<file path="src/rtl/bcd_serial_add_ctrl.sv">
// ---------------------------------------------------------------------------
// bcd_serial_add_ctrl
//
// Multi-digit packed-BCD add/subtract controller. A single one-digit BCD
// adder stage (binary add, then +6 decimal adjust with carry) is reused for
// every digit, one digit per clock, least significant digit first.
// Subtraction adds the 9's complement of b with an initial carry of 1, which
// gives the 10's-complement difference.
//
// Ports:
//   i_clk    rising-edge clock
//   i_rst    asynchronous active-high reset
//   i_start  operation request, only looked at while idle
//   i_sub    0: a+b, 1: a-b (captured with i_start)
//   i_a      packed BCD operand, digit i at [4i+3:4i]
//   i_b      packed BCD operand, same packing
//   o_busy   high while digits are being processed
//   o_done   one-cycle pulse when o_sum/o_cout/o_err are final
//   o_sum    packed BCD result, holds until the next accepted start
//   o_cout   final decimal carry (add) / no-borrow flag (sub)
//   o_err    a captured operand contained a digit greater than 9
// ---------------------------------------------------------------------------
module bcd_serial_add_ctrl #(
  parameter int DIGITS = 4
) (
  input  logic                  i_clk,
  input  logic                  i_rst,
  input  logic                  i_start,
  input  logic                  i_sub,
  input  logic [4*DIGITS-1:0]   i_a,
  input  logic [4*DIGITS-1:0]   i_b,
  output logic                  o_busy,
  output logic                  o_done,
  output logic [4*DIGITS-1:0]   o_sum,
  output logic                  o_cout,
  output logic                  o_err
);

  localparam int CW = (DIGITS > 1) ? $clog2(DIGITS) : 1;

  typedef enum logic {
    IDLE = 1'b0,
    RUN  = 1'b1
  } state_t;

  state_t              r_state;
  state_t              w_nextState;

  logic [4*DIGITS-1:0] r_opA;
  logic [4*DIGITS-1:0] r_opB;
  logic                r_sub;
  logic [CW-1:0]       r_cnt;
  logic                r_carry;
  logic [4*DIGITS-1:0] r_sum;
  logic                r_cout;
  logic                r_err;
  logic                r_done;

  logic                w_aBad;
  logic                w_bBad;
  logic [3:0]          w_aDigit;
  logic [3:0]          w_bRaw;
  logic [3:0]          w_bDigit;
  logic [4:0]          w_binSum;
  logic [4:0]          w_adjSum;
  logic [3:0]          w_digit;
  logic                w_carryOut;
  logic                w_last;

  // Flag any non-decimal nibble on the incoming operands so the error can be
  // registered in the same edge that captures them.
  always_comb begin
    w_aBad = 1'b0;
    w_bBad = 1'b0;
    for (int i = 0; i < DIGITS; i++) begin
      if (i_a[4*i +: 4] > 4'd9) w_aBad = 1'b1;
      if (i_b[4*i +: 4] > 4'd9) w_bBad = 1'b1;
    end
  end

  // The shared single-digit BCD adder. For subtraction b is replaced by its
  // 9's complement; the carry seeded with 1 at start completes the 10's
  // complement. Illegal digits simply wrap here since the result is then
  // don't-care anyway.
  always_comb begin
    w_aDigit   = r_opA[r_cnt*4 +: 4];
    w_bRaw     = r_opB[r_cnt*4 +: 4];
    w_bDigit   = r_sub ? (4'd9 - w_bRaw) : w_bRaw;
    w_binSum   = {1'b0, w_aDigit} + {1'b0, w_bDigit} + {4'b0000, r_carry};
    w_adjSum   = w_binSum + 5'd6;
    w_carryOut = (w_binSum > 5'd9);
    w_digit    = w_carryOut ? w_adjSum[3:0] : w_binSum[3:0];
    w_last     = (r_cnt == CW'(DIGITS - 1));
  end

  // State register.
  always_ff @(posedge i_clk or posedge i_rst) begin
    if (i_rst) begin
      r_state <= IDLE;
    end else begin
      r_state <= w_nextState;
    end
  end

  // Next-state logic: start is only honoured from IDLE, so requests made
  // while running are dropped rather than queued.
  always_comb begin
    w_nextState = r_state;
    case (r_state)
      IDLE:    if (i_start) w_nextState = RUN;
      RUN:     if (w_last)  w_nextState = IDLE;
      default: w_nextState = IDLE;
    endcase
  end

  // Datapath registers. Capturing on start clears the previous result; each
  // RUN cycle writes one digit and advances the ripple carry. The final
  // digit also latches cout and raises done for exactly that one cycle.
  always_ff @(posedge i_clk or posedge i_rst) begin
    if (i_rst) begin
      r_opA   <= '0;
      r_opB   <= '0;
      r_sub   <= 1'b0;
      r_cnt   <= '0;
      r_carry <= 1'b0;
      r_sum   <= '0;
      r_cout  <= 1'b0;
      r_err   <= 1'b0;
      r_done  <= 1'b0;
    end else begin
      r_done <= 1'b0;
      case (r_state)
        IDLE: begin
          if (i_start) begin
            r_opA   <= i_a;
            r_opB   <= i_b;
            r_sub   <= i_sub;
            r_cnt   <= '0;
            r_carry <= i_sub;
            r_sum   <= '0;
            r_cout  <= 1'b0;
            r_err   <= w_aBad | w_bBad;
          end
        end
        RUN: begin
          r_sum[r_cnt*4 +: 4] <= w_digit;
          r_carry             <= w_carryOut;
          if (w_last) begin
            r_cnt  <= '0;
            r_cout <= w_carryOut;
            r_done <= 1'b1;
          end else begin
            r_cnt <= r_cnt + CW'(1);
          end
        end
        default: ;
      endcase
    end
  end

  assign o_busy = (r_state == RUN);
  assign o_done = r_done;
  assign o_sum  = r_sum;
  assign o_cout = r_cout;
  assign o_err  = r_err;

endmodule

</file>
<file path="config.mk">
export PLATFORM = sky130hd
export DESIGN_NAME = bcd_serial_add_ctrl
export DESIGN_NICKNAME = d
export VERILOG_FILES = /design/src/rtl/bcd_serial_add_ctrl.sv
export SDC_FILE = /design/constraint.sdc
export NUM_CORES = 1
export LEC_CHECK = 0
export ABC_AREA = 0
export CORE_MARGIN = 3
export CORE_UTILIZATION = 55
export DETAILED_ROUTE_END_ITERATION = 10
export HOLD_SLACK_MARGIN = 0.12
export PLACE_DENSITY_LB_ADDON = 0.05
export SYNTH_ARGS = -nofsm -noshare
export SYNTH_HDL_FRONTEND = slang
export SYNTH_SLANG_ARGS = --single-unit
</file>
<file path="constraint.sdc">
create_clock -name i_clk -period 5.5 [get_ports i_clk]
set_clock_uncertainty 0.1 [all_clocks]
set_input_delay 1.375 -clock i_clk [delete_from_list [all_inputs] [get_ports i_clk]]
set_output_delay 1.375 -clock i_clk [all_outputs]
set_load 0.05 [all_outputs]
</file>
==> metrics.txt <==
# TYPE chip_impl_metric gauge
chip_impl_metric{name="firstDrtPassIters",unit=""} 4
chip_impl_info{name="cts_root_buf",value="sky130_fd_sc_hd__clkbuf_8"} 1
chip_impl_metric{name="sequential_fraction_of_the_synthesis_area",unit="%"} 51.3
chip_impl_info{name="path_cells",value="mux4_2, xnor2_1, fa_1, inv_1, fa_1, xnor2_1, ha_1, nand2_1, a21boi_2, a31oi_4, xnor2_1, o21ai_1"} 1
chip_impl_metric{name="multi_input_area",unit="µm²"} 1260
chip_impl_metric{name="clk_transition_reported_paths",unit="ns"} 0.10
chip_impl_metric{name="final_critical_path_share_of_the_clock_period",unit="%"} 74.7
chip_impl_metric{name="fillers",unit=""} 381
chip_impl_metric{name="postCtsSetupBuffers",unit=""} 0
chip_impl_metric{name="die_width",unit="µm"} 76.5
chip_impl_metric{name="globalRouteMet3Util",unit="%"} 3.78
chip_impl_info{name="top_cell_by_count_worst_path",value="sky130_fd_sc_hd__xnor2_1"} 1
chip_impl_metric{name="congestion_overflow_gr",unit=""} 0
chip_impl_metric{name="clock_insertion_delay_worst_skew",unit="ns"} 0.31
chip_impl_metric{name="netlist_instances",unit=""} 221
chip_impl_info{name="synth_top_cells_by_count",value="56 x sky130_fd_sc_hd__dfrtp_1, 33 x sky130_fd_sc_hd__mux2_2, 25 x sky130_fd_sc_hd__nand2_1, 20 x sky130_fd_sc_hd__o21ai_0, 11 x sky130_fd_sc_hd__inv_1"} 1
chip_impl_metric{name="fin_hold_ws",unit="ns"} 0.383
chip_impl_metric{name="global_route_wire_length_before_repair",unit="µm"} 9630
chip_impl_metric{name="synth_async_sr_flop_share",unit="%"} 100
chip_impl_info{name="timing.hold.worst.class",value="register to register"} 1
chip_impl_info{name="cts_tree",value="yes"} 1
chip_impl_metric{name="arrival",unit="ns"} 4.20
chip_impl_info{name="critical_path_class",value="register to register"} 1
chip_impl_metric{name="fmax",unit="MHz"} 243
chip_impl_info{name="netlist_top_cells_area",value="sky130_fd_sc_hd__dfrtp_1 51%, sky130_fd_sc_hd__mux2_2 14%, sky130_fd_sc_hd__mux4_2 6.6%"} 1
chip_impl_metric{name="setup_viol",unit=""} 0
chip_impl_metric{name="worst_setup_slack_after_placement",unit="ns"} 1.39
chip_impl_info{name="yosys.area.top_type",value="sky130_fd_sc_hd__dfrtp_1"} 1
chip_impl_info{name="outcome",value="completed"} 1
chip_impl_metric{name="tritoncts.num_buffers",unit=""} 5
chip_impl_metric{name="maxSlewViolCount",unit=""} 0
chip_impl_metric{name="htree_num_levels",unit=""} 2
chip_impl_metric{name="syn_nets",unit=""} 268
chip_impl_metric{name="groute.usage.overall",unit="%"} 20.8
chip_impl_metric{name="setup_ws",unit="ns"} 1.39
chip_impl_metric{name="final-seq-area",unit="µm²"} 1400
chip_impl_metric{name="critPathMaxStageDelay",unit="ns"} 0.79
chip_impl_metric{name="drt-initial-drc-count",unit=""} 84
chip_impl_info{name="gr-max-usage-layer",value="met2"} 1
chip_impl_metric{name="ctsHoldBuffers",unit=""} 0
chip_impl_metric{name="timing.max_slew.rel_slack",unit="%"} 32.6
chip_impl_metric{name="diodes",unit=""} 0
chip_impl_metric{name="grt_pass1_vias",unit=""} 2017
chip_impl_metric{name="timing_hold_violations_final",unit=""} 0
chip_impl_metric{name="post_drt_wl_per_cell",unit="µm"} 15.5
chip_impl_metric{name="flow.area_growth_from_synthesis",unit="%"} 26.1
chip_impl_metric{name="count_of_flip_flops_with_a_built_in_enable_after_synthesis",unit=""} 0
chip_impl_metric{name="cts-root-to-sink-buffers",unit=""} 2
chip_impl_info{name="rsz_0062_raised_after_global_routing",value="no"} 1
chip_impl_metric{name="numPortBuffers",unit=""} 55
chip_impl_metric{name="globalplace.congestion",unit=""} 0.761
chip_impl_metric{name="die_h",unit="µm"} 76.5
chip_impl_metric{name="synthDominantCellAreaShare",unit="%"} 51.3
chip_impl_metric{name="final_core_util",unit="%"} 72.4
chip_impl_metric{name="aggregate_negative_setup_slack",unit="ns"} 0
chip_impl_metric{name="groute.layer.met2.usage",unit="%"} 37.0
chip_impl_info{name="postSynth.topFlopCell",value="sky130_fd_sc_hd__dfrtp_1"} 1
chip_impl_metric{name="drt-total-wl",unit="µm"} 5350
chip_impl_metric{name="cts_num_sinks",unit=""} 56
chip_impl_metric{name="fin_crit",unit="ns"} 4.11
chip_impl_metric{name="syn-mean-instance-area",unit="µm²"} 12.4
chip_impl_metric{name="boundaryPins",unit=""} 56
chip_impl_metric{name="core-area",unit="µm²"} 4750
chip_impl_metric{name="ys_warn_count",unit=""} 0
chip_impl_metric{name="ant_nets",unit=""} 0
chip_impl_metric{name="crit_fanout",unit=""} 15
chip_impl_metric{name="synth_area",unit="µm²"} 2730
chip_impl_metric{name="rows",unit=""} 25
chip_impl_metric{name="detailroute.via_count",unit=""} 1899
chip_impl_info{name="worstSetupEndpointType",value="register"} 1
chip_impl_metric{name="finalNetCount",unit=""} 324
chip_impl_metric{name="netlist-cell-type-count",unit=""} 35
chip_impl_metric{name="grt_max_degree",unit=""} 57
chip_impl_info{name="worst_setup_path_start_kind",value="register"} 1
chip_impl_metric{name="critical_path_required",unit="ns"} 5.59
chip_impl_info{name="synth_most_common_cell",value="sky130_fd_sc_hd__dfrtp_1"} 1
chip_impl_metric{name="worst-slew-pin-transition",unit="ns"} 1.01
chip_impl_metric{name="layout-drive-gt1-share",unit="%"} 20.9
chip_impl_metric{name="ys_seq_elements",unit=""} 56
chip_impl_metric{name="vias_per_cell",unit=""} 5.50
chip_impl_metric{name="initial_antenna_violation_count",unit=""} 0
chip_impl_metric{name="hpwlAfterDp",unit="µm"} 4100
chip_impl_metric{name="post-route-drc-count",unit=""} 0
chip_impl_metric{name="global_route.usage.met1",unit="%"} 25.6
chip_impl_info{name="critical_path.slowest_cell",value="sky130_fd_sc_hd__dfrtp_1"} 1
chip_impl_metric{name="initial_core_util",unit="%"} 57.4
chip_impl_metric{name="cts_repair_resize_count",unit=""} 0
chip_impl_metric{name="die_outline_area",unit="µm²"} 5850
chip_impl_metric{name="max_cap_violations",unit=""} 0
==> routing by layer <==
layer | routed length (µm) | up-vias
li1 | - | 901
met1 | 2250 | 947
met2 | 2830 | 44
met3 | 194 | 7
met4 | 74 | 0
met5 | 0 | -
==> area by class of cell <==
class | instances | share of cell area (%)
clock inverter | 2 | 0.291
timing repair buffer | 56 | 16.2
clock buffer | 6 | 2.40
multi-input combinational | 147 | 36.8
inverter | 11 | 1.20
tap | 67 | 2.44
sequential | 56 | 40.7
==> kinds of logic (layout without fill, tap and decap cells) <==
kind of cell / Yosys count / count (layout) / synth area share [%]
AOI/OAI and AO/OA: 44 / 44 / 10.9
xor gates and xnor gates: 4 / 4 / 1.28
adders and majority gates: 11 / 11 / 5.59
buffers and inverters: 18 / 75 / 2.61
DFF: 56 / 56 / 51.3
muxes: 41 / 41 / 20.2
and+or+nand+nor: 47 / 47 / 8.07
==> path summary, 6_finish.rpt <==
check,start,endpoint,slack [ns],depth (start not counted)
setup / recovery,r_cnt[0]$_DFFE_PP0P_,o_sum[5]$_DFFE_PP0P_,1.39,12
min in group asynchronous,i_rst,r_sub$_DFFE_PP0P_,1.48,3
hold / removal,o_sum[0]$_DFFE_PP0P_,o_sum[0]$_DFFE_PP0P_,0.38,2
setup reg to reg,r_cnt[0]$_DFFE_PP0P_,o_sum[5]$_DFFE_PP0P_,1.39,12
hold reg to reg,o_sum[0]$_DFFE_PP0P_,o_sum[0]$_DFFE_PP0P_,0.38,2
max in group asynchronous,i_rst,o_sum[13]$_DFFE_PP0P_,3.35,3
==> registers in the layout (all words and copies together) (netlist names) <==
name and count:
r_opB 16, r_carry 1, o_cout 1, o_busy 1, o_sum 16, o_done 1, r_cnt 2, o_err 1
r_opA 16, r_sub 1
==> critical path, delay by kind of cell, from the launching register on <==
kind,cells,cell delay [ns]
fa+ha+maj,3,0.89
xor+xnor,3,0.87
flops,1,0.79
compound gates,3,0.60
mux,1,0.60
simple gates,1,0.08
buf+inv,1,0.06
==> placed cells by master, fill, tap and decap left out, types with 4 or more instances in the layout <==
master                             n
sky130_fd_sc_hd__o21ai_0          20
sky130_fd_sc_hd__mux2_2           33
sky130_fd_sc_hd__nand2_1          25
sky130_fd_sc_hd__ha_1              9
sky130_fd_sc_hd__dfrtp_1          56
sky130_fd_sc_hd__nor2_1            9
sky130_fd_sc_hd__xnor2_1           4
sky130_fd_sc_hd__inv_1            10
sky130_fd_sc_hd__clkbuf_8          6
sky130_fd_sc_hd__clkdlybuf4s50_1  55
sky130_fd_sc_hd__mux4_2            8
sky130_fd_sc_hd__a21oi_1           6
sky130_fd_sc_hd__o21ai_1           5
==> metrics by stage <==
step                      instances  area, µm²
final                           345       3440
after global routing            345       3440
after CTS                       345       3440
after detailed placement        337       3350
after global placement          337       3350
after floorplan                 221       2730
Power is left out: the tool's default activity adds up to more than one toggle a clock period on the data nets, which glitch-free logic cannot reach.
